File: src/rtl/fifo_pkg.sv
// Shared constants for the sync FIFO and its stream drain logic.
package fifo_pkg;

    localparam int unsigned FIFO_WIDTH    = 16;
    localparam int unsigned FIFO_DEPTH    = 8;
    localparam int unsigned BURST_LEN_DEF = 4;
    localparam int unsigned BEAT_W_DEF    = 8;
    localparam int unsigned BUF_DEPTH     = 3;
    localparam int unsigned BUF_PTR_W     = 2;
    localparam int unsigned BUF_CNT_W     = 2;

    // Advance a circular-buffer pointer, wrapping at BUF_DEPTH.
    function automatic logic [BUF_PTR_W-1:0] buf_ptr_inc(input logic [BUF_PTR_W-1:0] p);
        return (p == BUF_PTR_W'(BUF_DEPTH - 1)) ? '0 : p + BUF_PTR_W'(1);
    endfunction

endpackage

File: src/rtl/stream_skid_buf.sv
// Three-entry circular elastic buffer with push/pop/clear, head data and occupancy.
module stream_skid_buf
    import fifo_pkg::*;
#(
    parameter int unsigned WIDTH = FIFO_WIDTH
) (
    input  logic                 clk,
    input  logic                 rst_n,
    input  logic                 clear_i,
    input  logic                 push_i,
    input  logic [WIDTH-1:0]     push_data_i,
    input  logic                 pop_i,
    output logic [WIDTH-1:0]     head_data_o,
    output logic [BUF_CNT_W-1:0] count_o
);

    logic [WIDTH-1:0]     mem_q [BUF_DEPTH];
    logic [WIDTH-1:0]     mem_d [BUF_DEPTH];
    logic [BUF_PTR_W-1:0] head_q, head_d;
    logic [BUF_PTR_W-1:0] tail_q, tail_d;
    logic [BUF_CNT_W-1:0] count_q, count_d;

    // Clear wins over any same-cycle push or pop.
    always_comb begin
        mem_d   = mem_q;
        head_d  = head_q;
        tail_d  = tail_q;
        count_d = count_q;
        if (clear_i) begin
            head_d  = '0;
            tail_d  = '0;
            count_d = '0;
        end else begin
            if (push_i) begin
                mem_d[tail_q] = push_data_i;
                tail_d        = buf_ptr_inc(tail_q);
            end
            if (pop_i) begin
                head_d = buf_ptr_inc(head_q);
            end
            count_d = count_q + BUF_CNT_W'(push_i) - BUF_CNT_W'(pop_i);
        end
    end

    always_ff @(posedge clk or negedge rst_n) begin
        if (!rst_n) begin
            for (int i = 0; i < int'(BUF_DEPTH); i++) begin
                mem_q[i] <= '0;
            end
            head_q  <= '0;
            tail_q  <= '0;
            count_q <= '0;
        end else begin
            mem_q   <= mem_d;
            head_q  <= head_d;
            tail_q  <= tail_d;
            count_q <= count_d;
        end
    end

    assign head_data_o = mem_q[head_q];
    assign count_o     = count_q;

endmodule

File: src/rtl/fifo_stream_drain.sv
// FIFO read port to valid/ready stream converter with burst framing.
// Optional burst statistics output enabled by FIFO_STREAM_STATS_EN.
module fifo_stream_drain
    import fifo_pkg::*;
#(
    parameter int unsigned WIDTH     = FIFO_WIDTH,
    parameter int unsigned BURST_LEN = BURST_LEN_DEF,
    parameter int unsigned BEAT_W    = BEAT_W_DEF
) (
    input  logic             clk,
    input  logic             rst_n,
    input  logic             fifo_empty,
    output logic             fifo_rd_en,
    input  logic [WIDTH-1:0] fifo_rd_data,
    input  logic             flush,
    output logic             out_valid,
    input  logic             out_ready,
    output logic [WIDTH-1:0] out_data,
    output logic             out_last
`ifdef FIFO_STREAM_STATS_EN
    ,
    output logic [15:0]      burst_count
`endif
);

    localparam int unsigned OCC_W = BUF_CNT_W + 1;

    logic                 active_q;
    logic                 inflight_q;
    logic                 discard_q, discard_d;
    logic [BEAT_W-1:0]    beat_q, beat_d;
    logic [BUF_CNT_W-1:0] buf_count;
    logic [OCC_W-1:0]     occupancy;
    logic                 push;
    logic                 handshake;
    logic                 beat_last;

    // Issue depends only on registered state, fifo_empty and flush.
    assign occupancy  = OCC_W'(buf_count) + OCC_W'(inflight_q);
    assign fifo_rd_en = active_q && !fifo_empty && !flush && (occupancy < OCC_W'(BUF_DEPTH));

    assign push      = inflight_q && !discard_q && !flush;
    assign out_valid = (buf_count != '0);
    assign handshake = out_valid && out_ready;
    assign beat_last = (beat_q == BEAT_W'(BURST_LEN - 1));
    assign out_last  = out_valid && beat_last;

    stream_skid_buf #(
        .WIDTH (WIDTH)
    ) u_buf (
        .clk         (clk),
        .rst_n       (rst_n),
        .clear_i     (flush),
        .push_i      (push),
        .push_data_i (fifo_rd_data),
        .pop_i       (handshake),
        .head_data_o (out_data),
        .count_o     (buf_count)
    );

    always_comb begin
        beat_d    = beat_q;
        discard_d = flush && inflight_q;
        if (flush) begin
            beat_d = '0;
        end else if (handshake) begin
            beat_d = beat_last ? '0 : beat_q + BEAT_W'(1);
        end
    end

    // active_q keeps issue off during reset and for one cycle after release.
    always_ff @(posedge clk or negedge rst_n) begin
        if (!rst_n) begin
            active_q   <= 1'b0;
            inflight_q <= 1'b0;
            discard_q  <= 1'b0;
            beat_q     <= '0;
        end else begin
            active_q   <= 1'b1;
            inflight_q <= fifo_rd_en;
            discard_q  <= discard_d;
            beat_q     <= beat_d;
        end
    end

`ifdef FIFO_STREAM_STATS_EN
    logic [15:0] burst_count_q;

    always_ff @(posedge clk or negedge rst_n) begin
        if (!rst_n) begin
            burst_count_q <= '0;
        end else if (handshake && out_last) begin
            burst_count_q <= burst_count_q + 16'd1;
        end
    end

    assign burst_count = burst_count_q;
`endif

endmodule
File: config.mk
export PLATFORM = sky130hd
export DESIGN_NAME = fifo_stream_drain
export DESIGN_NICKNAME = d
export VERILOG_FILES = /design/src/rtl/fifo_pkg.sv /design/src/rtl/stream_skid_buf.sv /design/src/rtl/fifo_stream_drain.sv
export SDC_FILE = /design/constraint.sdc
export NUM_CORES = 1
export LEC_CHECK = 0
export ABC_AREA = 1
export ABC_CLOCK_PERIOD_IN_PS = 3100
export CAP_MARGIN = 0
export CORE_MARGIN = 2
export CORE_UTILIZATION = 59
export CTS_CLUSTER_DIAMETER = 120
export DETAILED_ROUTE_END_ITERATION = 8
export GPL_ROUTABILITY_DRIVEN = 0
export PLACE_DENSITY_LB_ADDON = 0.05
export SLEW_MARGIN = 20
export SYNTH_ARGS = -nofsm -noshare
export SYNTH_HDL_FRONTEND = slang
export SYNTH_HIERARCHICAL = 1
export SYNTH_SLANG_ARGS = --single-unit
File: constraint.sdc
create_clock -name clk -period 3.1 [get_ports clk]
set_input_delay 0.62 -clock clk [delete_from_list [all_inputs] [get_ports clk]]
set_output_delay 0.62 -clock clk [all_outputs]
set_load 0.02 [all_outputs]
==> impl_metrics.ini, run 1 <==
[clock_network]
htree_levels = 3
cts-root-buf = clkbuf_8
clock_sinks = 65
clk_latency_ns = 0.33
tritoncts.num_buffers = 9
cts_post_setup_buffers_inserted = 0
tritoncts = built
clkSlewWorstSetupHoldPaths_ns = 0.07
clock_tree.buffer_depth = 2
postCtsHoldBufs = 0
post_cts_resize_count = 0

[placement]
dp_worst_setup_slack_ns = 0.3749
detailed_place_hpwl_mm = 3.866
port_buffers = 39

[route]
met2RoutedLength_mm = 3.023
viasPerCell = 5.140
drt_first_iter_violations = 150
met1_length_mm = 2.876
drc = 0
final_antenna_net_count = 0
met3_layer_wire_length_in_the_routed_design_um = 197
highest_layer = met4
drt_pass1_iterations = 5
route.final.wire_length_mm = 6.215
detail_route.wl_per_cell_um = 12.84
vias = 2488

[synth]
netlist_instances = 368
synth_seq_cells = 65
postSynthNetCount = 394
post_synth_instance_area_mm2 = 0.003069
synth_cell_types = 22
yosys_warnings = 6
syn_avg_cell_area_um2 = 8.340
synth.yosys.seq_area_share_pct = 53.00

[cells_and_area]
num_antenna_cells = 0
drive_gt1_share_pct = 9.662
num-fill-cells = 406
final_nets = 435
areaGrowthSynthToFinish_pct = 21.16
multiInputGateArea_mm2 = 0.001172
regArea_mm2 = 0.001627

[timing]
period_share_pct = 91.12
layout_setup_ws_ns = 0.2754
slew_violations = 0
finalHoldViolations = 0
finalCriticalPeriod_ns = 2.825
worst_slew_margin_rel_pct = 46.57
fmax_ghz = 0.3540
worst_clock_skew_ns = 0.007418
unrepaired_setup_endpoints_after_global_routing = no
tightestPinTransition_ns = 0.8014
timing.setup.tns_ns = 0
final-setup-viol-count = 0

[floorplanning]
top_level_ports = 40
fp.dieH_um = 76.13
design.die.area_mm2 = 0.005795
core_region_area_mm2 = 0.005075
die_w_um = 76.13
placementRows = 26
initial_utilization_pct = 60.48

[global_route]
largest_net_degree_at_the_start_of_global_routing = 66
via_count_of_the_first_global_routing_pass = 2563
grt_pass1_wl_mm = 11.23
grt_antenna_before_repair = 0
globalRouteOverflowTotal = 0
globalRouteTotalUtil_pct = 24.39

[run_status]
outcome = complete, no violations

[worst_setup_path]
required_ns = 2.48
worstRegToRegCells = 7
cp_data_arrival_time_ns = 2.20
cp_max_fo = 3
setup.worst_path.end_class = output pin
setup.worst_path.start_class = flip-flop
timing_worst_setup_path_type = flip-flop to output pin

[power_and_ir_drop]
leakage_nw = 1.822
power.density_mw_per_mm2 = 712.5
ir_worst_vdd_v = 0.0004571

[flow_run]
count_of_maximum_capacitance_violations = 0

[hold_path]
worst_hold_path_type = primary input to async pin
==> per-layer routing <==
metal / up-vias / global-route usage [%]
met3: 12 / 4.858
met4: 0 / 12.00
met5: - / 0
li1: 1250 / -
met1: 1179 / 30.35
met2: 47 / 40.98
==> synthesized netlist by cell type, drive strengths merged <==
| cell | count | area share [%] |
|---|---|---|
| a211oi | 1 | 0.24 |
| a21oi | 3 | 0.49 |
| buf | 13 | 3.8 |
| conb | 1 | 0.12 |
| dfrtp | 65 | 53 |
| ha | 5 | 2.0 |
| inv | 41 | 5.0 |
| nand2 | 132 | 17 |
| nand3 | 23 | 3.8 |
| nand3b | 1 | 0.24 |
| nand4 | 9 | 1.8 |
| nor2 | 19 | 3.1 |
| o21ai | 54 | 9.5 |
| o31ai | 1 | 0.24 |
==> cells by family (layout without fill, tap and decap cells) <==
group,Yosys count,count (layout),synth area share [%]
simple gates,184,184,25.52
flops,65,65,53.00
compound gates,59,59,10.52
buf+inv,54,100,8.806
fa+ha+maj,5,5,2.038
other cells,1,1,0.1222
==> final timing paths <==
| kind | end | start | slack (ns) |
|---|---|---|---|
| max | fifo_rd_en | inflight_q | 0.28 |
| min | discard_q | rst_n | 0.46 |
| max reg2reg | u_buf/mem_q[11] | inflight_q | 1.43 |
| min reg2reg | u_buf/mem_q[13] | u_buf/mem_q[13] | 0.48 |
| max in group asynchronous | u_buf/mem_q[42] | rst_n | 2.12 |
| min in group clk | u_buf/mem_q[13] | u_buf/mem_q[13] | 0.48 |
==> flip-flops by register name (all words and copies together) (netlist names) <==
| name | count |
|---|---|
| u_buf/head_q | 2 |
| active_q | 1 |
| discard_q | 1 |
| beat_q | 8 |
| u_buf/count_o | 2 |
| u_buf/mem_q | 48 |
| u_buf/tail_q | 2 |
| inflight_q | 1 |
==> worst max-delay path: stages, from the launching register on <==
cell	delay, ns
dfrtp_1	0.41
ha_1	0.22
ha_1	0.27
a211oi_1	0.31
clkdlybuf4s50_1	0.66
==> placed cells by master (no fill, tap or decap) <==
cell type          n
nand3b_1           1
nand2_2            5
inv_2              2
nor2_2             4
o31ai_1            1
bufinv_16          3
a211oi_1           1
nand3_1           23
ha_1               5
o21ai_1           39
conb_1             1
a21oi_1            3
o21ai_2            6
buf_2              1
nor2_4             2
o21ai_0            9
nand4_1            9
dfrtp_1           65
clkbuf_8          12
inv_1             39
nor2_1            13
clkinvlp_4         1
buf_4              4
clkdlybuf4s50_1   38
nand2_1          127
==> metrics by stage <==
stage	instance area, um^2	power [W]	hold slack [ns]	std cells	utilization (%)
3_5_place_dp	3456	0.001747	0.4697	468	68.10
2_1_floorplan	3069	0.001450	0.3244	368	-
5_1_grt	3719	0.002790	0.5167	484	73.27
4_1_cts	3719	0.002675	0.4862	484	73.27
3_3_place_gp	3456	0.001730	0.4669	468	68.10
6_report	3719	0.002650	0.4617	484	73.27
==> report_power, final <==
group          switching [W]  total (W)  internal, W
combinational       0.000417   0.000718     0.000301
clock               0.000318   0.000918     0.000600
sequential         0.0000703    0.00101     0.000943
total               0.000805    0.00265      0.00184
==> final cells by class <==
cell class                 count  share of cell area [%]
sequential                    65                   43.74
multi-input combinational    249                   31.53
timing repair buffer          43                   11.17
clock buffer                  12                   4.441
inverter                      41                   4.139
clock inverter                 4                   2.624
tap                           70                   2.355
Power figures use the tool's default switching activity.
==> run 2, diff against run 1 <==
- CAP_MARGIN: 0 -> default
==> results of run 2 <==
Final layout, timing and power as in run 1 (identical DEF).
==> run 3, diff against run 2 <==
- ABC_CLOCK_PERIOD_IN_PS: 3100 -> 3470
- clock period: 3.1 -> 3.47 ns (I/O delays scaled with it)
==> impl_metrics.ini, run 3 (same netlist as run 1, synthesis figures left out) <==
[run_status]
outcome = complete, no violations

[cells_and_area]
layout_common_cells = nand2_1, dfrtp_1, inv_1, o21ai_1, clkdlybuf4s50_1
largest_reg_flops = 48
areaGrowthSynthToFinish_pct = 19.12
reg.largest.list = u_buf/mem_q: 48 flops, beat_q: 8 flops
num-fill-cells = 423
regArea_mm2 = 0.001627
num_antenna_cells = 0
largest_register = u_buf/mem_q
multiInputGateArea_mm2 = 0.001172
layout_commonest_cell = nand2_1
final_nets = 434
layout.core_utilization_pct = 72.04
drive_gt1_share_pct = 8.959

[clock_network]
htree_levels = 3
cts_post_setup_buffers_inserted = 0
clock_tree.buffer_depth = 2
clkSlewWorstSetupHoldPaths_ns = 0.07
tritoncts.num_buffers = 9
clk_latency_ns = 0.33
clock_sinks = 65
postCtsHoldBufs = 0
cts-root-buf = clkbuf_8
post_cts_resize_count = 0
tritoncts = built

[route]
detail_route.wl_per_cell_um = 12.42
vias = 2471
drt_first_iter_violations = 140
route.final.wire_length_mm = 6.000
final_antenna_net_count = 0
drc = 0
viasPerCell = 5.116
drt_pass1_iterations = 4

[global_route]
grt_pass1_wl_mm = 10.67
largest_net_degree_at_the_start_of_global_routing = 66
globalRouteOverflowTotal = 0
met3_usage_pct = 5.806
via_count_of_the_first_global_routing_pass = 2409
global_route.usage.met2_pct = 39.82
globalRouteTotalUtil_pct = 23.08
grt_use_met1_pct = 28.63
grt_antenna_before_repair = 0
most_congested_layer_reported_by_global_routing = met2

[worst_setup_path]
required_ns = 2.78
cp_max_fo = 6
cp_data_arrival_time_ns = 2.28
timing.critical_path.slowest_stage_cell = clkdlybuf4s50_1
setup.worst_path.start_class = primary input
crit_chain = clkdlybuf4s50_1 -> inv_1 -> nand3b_1 -> a211oi_1 -> clkdlybuf4s50_1
max_stage_delay_ns = 0.65
timing_worst_setup_path_type = primary input to output pin
crit_path_frequent_cell = clkdlybuf4s50_1
setup.worst_path.end_class = output pin

[hold_path]
worst_hold_path_type = flip-flop to flip-flop

[timing]
unrepaired_setup_endpoints_after_global_routing = no
fmax_ghz = 0.3358
tightestPinTransition_ns = 0.8113
worst_slew_margin_rel_pct = 45.91
finalHoldViolations = 0
slew_violations = 0
worst_clock_skew_ns = 0.01008
finalCriticalPeriod_ns = 2.978
period_share_pct = 85.82
final-setup-viol-count = 0
timing.setup.tns_ns = 0
layout_setup_ws_ns = 0.4922

[power_and_ir_drop]
power.density_mw_per_mm2 = 600.7
ir_worst_vdd_v = 0.0003470
leakage_nw = 1.795

[placement]
dp_worst_setup_slack_ns = 0.4774
detailed_place_hpwl_mm = 3.756
port_buffers = 39

[floorplanning]
core_region_area_mm2 = 0.005075
placementRows = 26
top_level_ports = 40
fp.dieH_um = 76.13
initial_utilization_pct = 60.48
design.die.area_mm2 = 0.005795
die_w_um = 76.13

[flow_run]
count_of_maximum_capacitance_violations = 0
## run 3: power breakdown
part | internal, W | switching, W | total [W]
Sequential | 0.000842 | 0.0000609 | 0.000903
Clock | 0.000391 | 0.000268 | 0.000658
Combinational | 0.000268 | 0.000367 | 0.000635
Total | 0.00150 | 0.000695 | 0.00220
## run 3: metrics by stage
step / instances / area, um^2 / hold WS [ns] / power, W
finish: 483 / 3656 / 0.4893 / 0.002196
CTS: 483 / 3656 / 0.4882 / 0.002218
global placement: 467 / 3448 / 0.4659 / 0.001546
global route: 483 / 3656 / 0.5085 / 0.002325
floorplan: 368 / 3069 / 0.3984 / 0.001296
detailed placement: 467 / 3448 / 0.4700 / 0.001557
## run 3: final cells by class
type | count | area share (%)
sequential | 65 | 44.49
multi-input combinational | 249 | 32.07
clock buffer | 14 | 4.723
tap | 70 | 2.396
inverter | 41 | 4.209
timing repair buffer | 42 | 11.16
clock inverter | 2 | 0.9582
## run 3: routing by layer
layer / routed length (um) / up-vias
met4: 29 / 0
li1: - / 1254
met1: 2741 / 1165
met5: 0 / -
met2: 2999 / 47
met3: 230 / 5
## run 3: final timing paths
check                                        end      startpoint  slack [ns]  cells past startpoint
worst max-delay path                  fifo_rd_en           flush        0.49                      5
worst min-delay path              u_buf/mem_q[0]  u_buf/mem_q[0]        0.49                      2
worst max register to register    u_buf/mem_q[7]      inflight_q        1.76                      6
worst min register to register    u_buf/mem_q[0]  u_buf/mem_q[0]        0.49                      2
max in group asynchronous       u_buf/count_o[1]           rst_n        2.39                      2
min in group asynchronous        u_buf/mem_q[35]           rst_n        0.54                      2
## run 3: worst max-delay path: cells and delay by family
kind | cells | cell delay [ns]
AOI/OAI and AO/OA | 1 | 0.22
buffers and inverters | 3 | 1.29
and+or+nand+nor | 1 | 0.07
